**config.mk**
```make
export PLATFORM = sky130hd
export DESIGN_NAME = llc_output_encoder
export DESIGN_NICKNAME = d
export VERILOG_FILES = /design/src/rtl/cache_consts.sv /design/src/rtl/llc_output_encoder_pkg.sv /design/src/rtl/cache_types.sv /design/src/rtl/llc_out_fifo.sv /design/src/rtl/llc_output_encoder.sv
export SDC_FILE = /design/constraint.sdc
export NUM_CORES = 1
export LEC_CHECK = 0
export CORE_MARGIN = 2
export CORE_UTILIZATION = 54
export DETAILED_ROUTE_END_ITERATION = 10
export PLACE_DENSITY = 0.86
export SYNTH_ARGS = -nofsm -noshare
export SYNTH_HDL_FRONTEND = slang
export SYNTH_HIERARCHICAL = 1
export SYNTH_SLANG_ARGS = --single-unit
```
**constraint.sdc**
```tcl
create_clock -name clk -period 13.1 [get_ports clk]
set_clock_uncertainty 0.1 [all_clocks]
set_input_delay 1.31 -clock clk [delete_from_list [all_inputs] [get_ports clk]]
set_output_delay 1.31 -clock clk [all_outputs]
set_load 0.02 [all_outputs]
```
**src/rtl/cache_consts.sv**
```systemverilog
// Shared coherence constants: message encodings and system size defaults.
package cache_consts;

  // Number of private caches addressable by a sharer bitmap.
  localparam int NUM_PORTS = 16;

  // Coherence message encoding width and forward-channel message codes.
  localparam int COH_MSG_W = 3;
  localparam logic [COH_MSG_W-1:0] FWD_GETS    = 3'd0;
  localparam logic [COH_MSG_W-1:0] FWD_GETM    = 3'd1;
  localparam logic [COH_MSG_W-1:0] FWD_PUT_ACK = 3'd2;
  localparam logic [COH_MSG_W-1:0] FWD_INV     = 3'd3;

endpackage

```
**src/rtl/llc_output_encoder_pkg.sv**
```systemverilog
// Local types of the LLC output encoder: invalidation fan-out FSM states.
package llc_output_encoder_pkg;

  typedef enum logic [1:0] {
    IDLE = 2'd0,
    SCAN = 2'd1,
    DONE = 2'd2
  } inv_state_t;

endpackage

```
**src/rtl/cache_types.sv**
```systemverilog
// Shared message and identifier types for the LLC channels.
package cache_types;

  import cache_consts::*;

  localparam int CACHE_ID_W  = $clog2(NUM_PORTS);
  localparam int LINE_ADDR_W = 26;
  localparam int LINE_W      = 64;

  typedef logic [CACHE_ID_W-1:0]  cache_id_t;
  typedef logic [LINE_ADDR_W-1:0] line_addr_t;
  typedef logic [COH_MSG_W-1:0]   coh_msg_t;

  // Response to a private cache, may carry line data.
  typedef struct packed {
    coh_msg_t          coh_msg;
    line_addr_t        addr;
    logic [LINE_W-1:0] line;
    cache_id_t         req_id;
    cache_id_t         dest_id;
  } llc_rsp_out_t;

  // Forwarded request / invalidation towards a private cache.
  typedef struct packed {
    coh_msg_t   coh_msg;
    line_addr_t addr;
    cache_id_t  req_id;
    cache_id_t  dest_id;
  } llc_fwd_out_t;

  // Request to main memory (read when hwrite=0, writeback when hwrite=1).
  typedef struct packed {
    logic              hwrite;
    line_addr_t        addr;
    logic [LINE_W-1:0] line;
  } llc_mem_req_t;

endpackage

```
**src/rtl/llc_out_fifo.sv**
```systemverilog
// Small synchronous FIFO with valid/ready output, generic over the payload type.
// ready is purely !full, so a pop in the same cycle never lets a push into a full FIFO.
module llc_out_fifo #(
  parameter type T     = logic,
  parameter int  DEPTH = 2
) (
  input  logic clk,
  input  logic rst,
  input  logic i_push,
  input  T     i_data,
  output logic o_ready,
  output logic o_valid,
  input  logic i_pop_ready,
  output T     o_data,
  output logic o_empty
);

  localparam int PTR_W = $clog2(DEPTH);
  localparam int CNT_W = $clog2(DEPTH + 1);

  T                 r_mem [DEPTH];
  logic [PTR_W-1:0] r_wr_ptr;
  logic [PTR_W-1:0] r_rd_ptr;
  logic [CNT_W-1:0] r_count;
  logic             w_push;
  logic             w_pop;

  assign o_ready = (r_count != CNT_W'(DEPTH));
  assign o_valid = (r_count != '0);
  assign o_empty = (r_count == '0);
  assign o_data  = r_mem[r_rd_ptr];

  // Pushes into a full FIFO are dropped here; the assertion below reports them.
  assign w_push = i_push & o_ready;
  assign w_pop  = o_valid & i_pop_ready;

  // Payload storage; no reset needed since occupancy gates visibility.
  always_ff @(posedge clk) begin
    if (w_push) begin
      r_mem[r_wr_ptr] <= i_data;
    end
  end

  // Pointers (wrap naturally, DEPTH is a power of two) and occupancy count.
  always_ff @(posedge clk or negedge rst) begin
    if (!rst) begin
      r_wr_ptr <= '0;
      r_rd_ptr <= '0;
      r_count  <= '0;
    end else begin
      if (w_push) begin
        r_wr_ptr <= r_wr_ptr + PTR_W'(1);
      end
      if (w_pop) begin
        r_rd_ptr <= r_rd_ptr + PTR_W'(1);
      end
      case ({w_push, w_pop})
        2'b10:   r_count <= r_count + CNT_W'(1);
        2'b01:   r_count <= r_count - CNT_W'(1);
        default: r_count <= r_count;
      endcase
    end
  end

  // Producer must never push while the FIFO reports not ready.
  a_no_push_when_full: assert property (@(posedge clk) disable iff (!rst) i_push |-> o_ready);

endmodule

```
**src/rtl/llc_output_encoder.sv**
```systemverilog
// LLC output encoder: buffers rsp/fwd/mem messages from the core onto the
// outbound channels and expands invalidation commands into per-sharer FWD_INV
// messages, lowest sharer index first, excluding the requester.
module llc_output_encoder
  import cache_consts::*;
  import cache_types::*;
  import llc_output_encoder_pkg::*;
#(
  parameter  int NUM_PORTS  = cache_consts::NUM_PORTS,
  parameter  int FIFO_DEPTH = 2,
  localparam int INV_CNT_W  = $clog2(NUM_PORTS + 1)
) (
  input  logic                 clk,
  input  logic                 rst,
  // core side
  input  logic                 rsp_push,
  input  llc_rsp_out_t         rsp_data,
  output logic                 rsp_ready,
  input  logic                 fwd_push,
  input  llc_fwd_out_t         fwd_data,
  output logic                 fwd_ready,
  input  logic                 mem_push,
  input  llc_mem_req_t         mem_data,
  output logic                 mem_ready,
  // invalidation fan-out command
  input  logic                 inv_start,
  input  logic [NUM_PORTS-1:0] inv_sharers,
  input  cache_id_t            inv_req_id,
  input  line_addr_t           inv_addr,
  output logic                 inv_busy,
  output logic                 inv_done,
  output logic [INV_CNT_W-1:0] inv_count,
  // outbound channels
  output logic                 llc_rsp_out_valid,
  input  logic                 llc_rsp_out_ready,
  output llc_rsp_out_t         llc_rsp_out_data,
  output logic                 llc_fwd_out_valid,
  input  logic                 llc_fwd_out_ready,
  output llc_fwd_out_t         llc_fwd_out_data,
  output logic                 llc_mem_req_valid,
  input  logic                 llc_mem_req_ready,
  output llc_mem_req_t         llc_mem_req_data,
  output logic                 idle
);

  // Index of the lowest set bit; zero when the mask is empty (unused then).
  function automatic cache_id_t lowest_set(input logic [NUM_PORTS-1:0] mask);
    cache_id_t idx;
    idx = '0;
    for (int i = NUM_PORTS - 1; i >= 0; i--) begin
      if (mask[i]) begin
        idx = cache_id_t'(i);
      end
    end
    return idx;
  endfunction

  inv_state_t             r_state;
  inv_state_t             w_state_next;
  logic [NUM_PORTS-1:0]   r_mask;
  logic [NUM_PORTS-1:0]   w_mask_next;
  line_addr_t             r_addr;
  line_addr_t             w_addr_next;
  cache_id_t              r_req_id;
  cache_id_t              w_req_id_next;
  logic [INV_CNT_W-1:0]   r_count;
  logic [INV_CNT_W-1:0]   w_count_next;

  logic [NUM_PORTS-1:0]   w_req_onehot;
  cache_id_t              w_lsb;
  logic [NUM_PORTS-1:0]   w_lsb_onehot;
  logic                   w_fan_push;
  llc_fwd_out_t           w_fan_data;

  logic                   w_fwd_push;
  llc_fwd_out_t           w_fwd_wdata;
  logic                   w_fwd_fifo_ready;
  logic                   w_rsp_empty;
  logic                   w_fwd_empty;
  logic                   w_mem_empty;

  assign w_req_onehot = NUM_PORTS'(1) << inv_req_id;
  assign w_lsb        = lowest_set(r_mask);
  assign w_lsb_onehot = NUM_PORTS'(1) << w_lsb;

  assign w_fan_data.coh_msg = FWD_INV;
  assign w_fan_data.addr    = r_addr;
  assign w_fan_data.req_id  = r_req_id;
  assign w_fan_data.dest_id = w_lsb;

  assign inv_busy  = (r_state != IDLE);
  assign inv_done  = (r_state == DONE);
  assign inv_count = inv_done ? r_count : '0;

  // While the fan-out is active it owns the fwd FIFO write port.
  assign fwd_ready   = w_fwd_fifo_ready & ~inv_busy;
  assign w_fwd_push  = inv_busy ? w_fan_push : fwd_push;
  assign w_fwd_wdata = inv_busy ? w_fan_data : fwd_data;

  assign idle = w_rsp_empty & w_fwd_empty & w_mem_empty & (r_state == IDLE);

  // Fan-out next-state and command latching; one invalidation per non-full cycle.
  always_comb begin
    w_state_next  = r_state;
    w_mask_next   = r_mask;
    w_addr_next   = r_addr;
    w_req_id_next = r_req_id;
    w_count_next  = r_count;
    w_fan_push    = 1'b0;
    case (r_state)
      IDLE: begin
        if (inv_start) begin
          w_mask_next   = inv_sharers & ~w_req_onehot;
          w_addr_next   = inv_addr;
          w_req_id_next = inv_req_id;
          w_count_next  = '0;
          w_state_next  = (w_mask_next == '0) ? DONE : SCAN;
        end
      end
      SCAN: begin
        if (w_fwd_fifo_ready) begin
          w_fan_push  = 1'b1;
          w_mask_next = r_mask & ~w_lsb_onehot;
          if (r_count != INV_CNT_W'(NUM_PORTS)) begin
            w_count_next = r_count + INV_CNT_W'(1);
          end
          if (w_mask_next == '0) begin
            w_state_next = DONE;
          end
        end
      end
      DONE: begin
        w_state_next = IDLE;
      end
      default: begin
        w_state_next = IDLE;
      end
    endcase
  end

  // Fan-out state register; reset abandons any fan-out in progress.
  always_ff @(posedge clk or negedge rst) begin
    if (!rst) begin
      r_state  <= IDLE;
      r_mask   <= '0;
      r_addr   <= '0;
      r_req_id <= '0;
      r_count  <= '0;
    end else begin
      r_state  <= w_state_next;
      r_mask   <= w_mask_next;
      r_addr   <= w_addr_next;
      r_req_id <= w_req_id_next;
      r_count  <= w_count_next;
    end
  end

  llc_out_fifo #(.T(llc_rsp_out_t), .DEPTH(FIFO_DEPTH)) u_rsp_fifo (
    .clk         (clk),
    .rst         (rst),
    .i_push      (rsp_push),
    .i_data      (rsp_data),
    .o_ready     (rsp_ready),
    .o_valid     (llc_rsp_out_valid),
    .i_pop_ready (llc_rsp_out_ready),
    .o_data      (llc_rsp_out_data),
    .o_empty     (w_rsp_empty)
  );

  llc_out_fifo #(.T(llc_fwd_out_t), .DEPTH(FIFO_DEPTH)) u_fwd_fifo (
    .clk         (clk),
    .rst         (rst),
    .i_push      (w_fwd_push),
    .i_data      (w_fwd_wdata),
    .o_ready     (w_fwd_fifo_ready),
    .o_valid     (llc_fwd_out_valid),
    .i_pop_ready (llc_fwd_out_ready),
    .o_data      (llc_fwd_out_data),
    .o_empty     (w_fwd_empty)
  );

  llc_out_fifo #(.T(llc_mem_req_t), .DEPTH(FIFO_DEPTH)) u_mem_fifo (
    .clk         (clk),
    .rst         (rst),
    .i_push      (mem_push),
    .i_data      (mem_data),
    .o_ready     (mem_ready),
    .o_valid     (llc_mem_req_valid),
    .i_pop_ready (llc_mem_req_ready),
    .o_data      (llc_mem_req_data),
    .o_empty     (w_mem_empty)
  );

  // The core may only push forwards while the encoder advertises fwd_ready.
  a_fwd_push_when_ready: assert property (@(posedge clk) disable iff (!rst) fwd_push |-> fwd_ready);

endmodule

```
; ---- Word-level counts from Yosys, hierarchy flattened
; Memories as Yosys holds them, arrays and structs flattened.
; Index checks and enable logic that the tools add are counted.
[totals]
ff_bits = 65
mem_bits_rw = 458
in_bits = 284
output_inout_bits = 243
wordCells = 123
mem_count = 3
[classes]
add_sub_neg = 13
eq_ne = 16
shifts = 2
mux = 42
n_bitwise = 15
n_reduce_logical = 18
[memory_table]
columns = name, depth, width, rd, rd_ports_with_merged_regs, write_ports, line
row1 = u_rsp_fifo.r_mem, 2, 101, 1, 0, 1, llc_out_fifo.sv:21  ; T r_mem [DEPTH];
row2 = u_mem_fifo.r_mem, 2, 91, 1, 0, 1, llc_out_fifo.sv:21
row3 = u_fwd_fifo.r_mem, 2, 37, 1, 0, 1, llc_out_fifo.sv:21
[ops]
columns = op, count
row1 = $mux W4, 16
row2 = $mux W37, 1
row3 = $and A16 B16 Y16, 2
row4 = $logic_not A16 Y1, 2
row5 = $mux W16, 2
row6 = $not A16 Y16, 2
row7 = $pmux W16 S2, 1
row8 = $shl A1 B4 Y16 const A, 2
row9 = $mux W5, 4
row10 = $pmux W2 S2, 4
row11 = $reduce_bool A2 Y1, 8
row12 = $ne A2 B2 Y1 const B, 6
row13 = $and A1 B1 Y1, 10
row14 = $pmux W5 S2, 1
row15 = $mux W1, 9
row16 = $eq A2 B1 Y1 const B, 4
row17 = $eq A2 B2 Y1 const B, 4
row18 = $logic_not A2 Y1, 4
row19 = $mux W2, 4
row20 = $add A1 B1 Y1 const B, 6
row21 = $add A2 B1 Y2 const B, 3
row22 = $reduce_and A3 Y1, 2
row23 = $sub A2 B1 Y2 const B, 3
row24 = $add A5 B1 Y5 const B, 1
row25 = 5 further kinds, 5

; ---- Depth between registers and ports, before layout
[depth]
ltp_word = 23
ltp_mapped = 9
ltp_nobuf = 8

; ---- Modules after synthesis
; Netlist, hierarchy kept.
[modules_own_cells]
columns = module, n_inst, cells_per_inst, area_each_um2, seq_area_each_um2
row1 = llc_out_fifo at u_rsp_fifo, 1, 332, 7807.5, 6165.9
row2 = llc_out_fifo at u_mem_fifo, 1, 301, 7165.6, 5565.3
row3 = llc_output_encoder, 1, 436, 3579.7, 1326.3
row4 = llc_out_fifo at u_fwd_fifo, 1, 133, 2880.3, 2322.2

; ---- Worst setup path before layout
; Ideal clock, no wire load.
[synth_path]
path_type = input to register
startpoint = in rsp_push
endpoint = mem u_rsp_fifo/r_mem[0][0] (netlist name), enable pin
setup_time_ps = 562
arrival_ps = 5615
required_time_ps = 12438
path_slack_ps = 6823
stages = 2
path_buffers = 0
path_cell_list = nand2_1 -> nor2_1
[synth_via]
elab_chain_cells = 3
[synth_rtl]
columns = item, line
row1 = "start, declared", llc_output_encoder.sv:16  ; input logic rsp_push,
row2 = $and A1 B1 Y1, llc_out_fifo.sv:34  ; assign w_push = i_push & o_ready;
row3 = $mux W1, llc_out_fifo.sv:39  ; if (w_push) begin
row4 = $mux W1 (not written as such), llc_out_fifo.sv:40  ; r_mem[r_wr_ptr] <= i_data;
row5 = "end, declared", llc_out_fifo.sv:21
; No other way between the ends.

==> results.ini <==
[floorplan]
row_count = 72
die_x_um = 203
io_pins = 527
die_h_um = 203
core_um2 = 38900
start_util_pct = 55.1
die_area_um2 = 41300

[finish]
syn2layout_area_growth_pct = 34.0
layout.nets = 2026
fillCellCount = 2323
drive_gt1_share_pct = 21.0

[detailed_routing]
drt_pass1_iterations = 8
viasPerCell = 5.56
routedWlPerCell_um = 24.0
routed-via-count = 12805
wl_um = 55300
drc = 0
drt_iter0_markers = 1050
ant_nets = 0

[synth]
syn_inst = 1202
synth_top_area_share_pct = 64.2
ys.flop_type = edfxtp_1
async_flop_share_pct = 12.4
yosys.area.top_type = edfxtp_1
synth_edf_count = 458
avgSynthCellArea_um2 = 17.8
yosys_warnings = 6
synth_seq_cells = 523
synthDistinctLibCells = 66
synth.net_count = 1491
syn_area_um2 = 21400
yosysSeqAreaShare_pct = 71.8
synth.area.top_cells = edfxtp_1 (64%), mux2_4 (11%), dfrtp_1 (7.6%)

[clocking]
clkTransAtPathRegs_ns = 0.06
root_buffer = clkbuf_16
cts_made_buffers = 51
ctsResizeCount = 0
insertion_delay_ns = 0.59
cts_tree = built
holdBufCountCts = 0
h-tree-depth = 2
cts_buffer_depth = 3
cts_setup_buffers = 0
clock-sinks = 523

[setup_path]
worst_ep_arrival_time_ns = 3.50
end_kind = output port
required_ns = 11.69
path_class = reg2out
worst_setup_path_start_kind = register
crit_fanout = 59

[min_path]
hold_class = reg2reg

[placed_design]
port_buffers = 526
place_ws_ns = 8.85
place_hpwl_um = 38500
gp_congestion = 0.913

[grt]
grt.overflow.total = 0
grt_max_degree = 84
grt_usage_pct = 26.0
grt_pass1_vias = 13052
antenna_found_initial = 9
grt_first_pass_wirelength_um = 80000

[power]
p_int_w = 0.00475
power_frac_comb_pct = 42.0
power.leakage_nw = 10.6
switching_share_pct = 34.3
powerDensity_nw_per_um2 = 252
clockPowerShare_pct = 20.2
switching_power_w = 0.00249
p_seq_share_pct = 37.8
power.total_w = 0.00724
ir_worst_vdd_uv = 184

[timing]
finalMaxSlewViolations = 0
hold_viol_final = 0
layout_worst_path_cycle_share_pct = 37.5
fmax_ghz = 0.204
setup_violations = 0
slew_headroom_pct = 20.1
rsz0062_at_grt = false
worstMarginPinSlew_ns = 1.20
layout_min_cycle_time_ns = 4.91
timing.final.ws_setup_ns = 8.19
tns_ns = 0

[status]
status = completed

[flow_run]
maxCapViolCount = 0

synthesized netlist by cell type, drive strengths merged, types with 4 or more instances:
| cell type | count |
|---|---|
| inv | 13 |
| a31oi | 7 |
| nand2b | 9 |
| nor3b | 4 |
| or2 | 5 |
| xnor2 | 9 |
| and2 | 11 |
| buf | 37 |
| ha | 5 |
| mux2 | 260 |
| o21ai | 28 |
| dfrtp | 65 |
| or4 | 4 |
| nand3 | 11 |
| nand2 | 115 |
| a211oi | 5 |
| nand4 | 4 |
| nor2b | 6 |
| a21oi | 13 |
| xor2 | 9 |
| nor4 | 4 |
| a22o | 5 |
| nor2 | 33 |
| and3 | 4 |
| edfxtp | 458 |
| clkbuf | 19 |
| o31ai | 6 |
| nor3 | 14 |
routing by layer:
layer	routed length, µm	vias to the layer above	GRT usage, %
li1	-	5657	-
met4	2470	4	11.8
met2	27900	676	44.8
met5	24	-	0
met3	4840	144	6.52
met1	20000	6324	30.9
worst paths after layout:
kind	cells past startpoint	end	slack [ns]	startpoint
worst max-delay path	3	llc_rsp_out_data[75]	8.19	u_rsp_fifo/r_rd_ptr
worst min-delay path	2	r_addr[10]	0.37	r_addr[10]
worst max register to register	6	r_state[0]	10.27	r_mask[1]
max in group asynchronous	2	u_rsp_fifo/r_rd_ptr	11.37	rst
min in group asynchronous	2	r_addr[2]	0.84	rst
worst min register to register	2	r_addr[10]	0.37	r_addr[10]
cells in the final DEF, fill, tap and decap left out, types with 10 or more instances in the layout:
| cell type | n |
|---|---|
| clkbuf_16 | 53 |
| inv_1 | 13 |
| dfrtp_1 | 63 |
| clkinv_2 | 10 |
| nand3_1 | 11 |
| nor3_1 | 13 |
| mux2_2 | 99 |
| clkdlybuf4s50_1 | 525 |
| nor2_1 | 29 |
| a21oi_1 | 11 |
| mux2_4 | 161 |
| buf_4 | 12 |
| edfxtp_1 | 458 |
| nand2_1 | 115 |
| o21ai_0 | 27 |
cells by family (layout without fill, tap and decap cells):
family	Yosys count	after routing	share of synthesized area, %
flops	523	523	71.8
simple gates	229	229	5.06
compound gates	96	96	3.15
other cells	0	7	0
xor+xnor	18	18	0.736
mux	262	262	16.6
fa+ha+maj	5	5	0.292
buf+inv	69	646	2.43
flip-flops by register name, summed over array words and instances (netlist names):
name and cells:
u_fwd_fifo/r_wr_ptr 1, u_mem_fifo/r_wr_ptr 1, u_mem_fifo/r_mem 182, r_req_id 4, u_fwd_fifo/r_mem 74, r_mask 16, u_mem_fifo/r_rd_ptr 1, u_rsp_fifo/r_mem 202
r_addr 26, u_rsp_fifo/r_count 2, u_rsp_fifo/r_rd_ptr 1, u_rsp_fifo/r_wr_ptr 1, r_state 2, u_fwd_fifo/r_count 2, r_count 5, u_mem_fifo/r_count 2
u_fwd_fifo/r_rd_ptr 1
power by group through the flow:
stage / combinational, W / sequential, W / clock [W]
floorplan: 0.00203 / 0.00262 / 0
global placement: 0.00298 / 0.00272 / 0
detailed placement: 0.00303 / 0.00276 / 0
CTS: 0.00305 / 0.00273 / 0.00149
global route: 0.00320 / 0.00278 / 0.00155
finish: 0.00304 / 0.00274 / 0.00146
layout make-up:
class	instances	area (µm²)	share of cell area, %
Clock inverter	30	294	1.02
Timing Repair Buffer	538	5350	18.6
Antenna cell	7	17.5	0.0610
Multi-Input combinational cell	610	5570	19.4
Tap cell	518	648	2.26
Sequential cell	523	15400	53.6
Inverter	13	48.8	0.170
Clock buffer	65	1400	4.88
stage by stage:
step	std cells	instance area [µm²]	utilization (%)	hold WS (ns)
2_1_floorplan	1202	21400	-	0.342
3_3_place_gp	2202	27000	69.4	0.354
3_5_place_dp	2202	27000	69.4	0.361
4_1_cts	2297	28700	73.8	0.378
5_1_grt	2303	28700	73.8	0.395
6_report	2304	28700	73.8	0.374
critical path: stages (launching register included):
cell and delay, ns:
dfrtp_4 1.08, buf_4 0.78, mux2_2 0.43, clkdlybuf4s50_1 0.55
No activity file was read; power rests on OpenSTA's default activity.
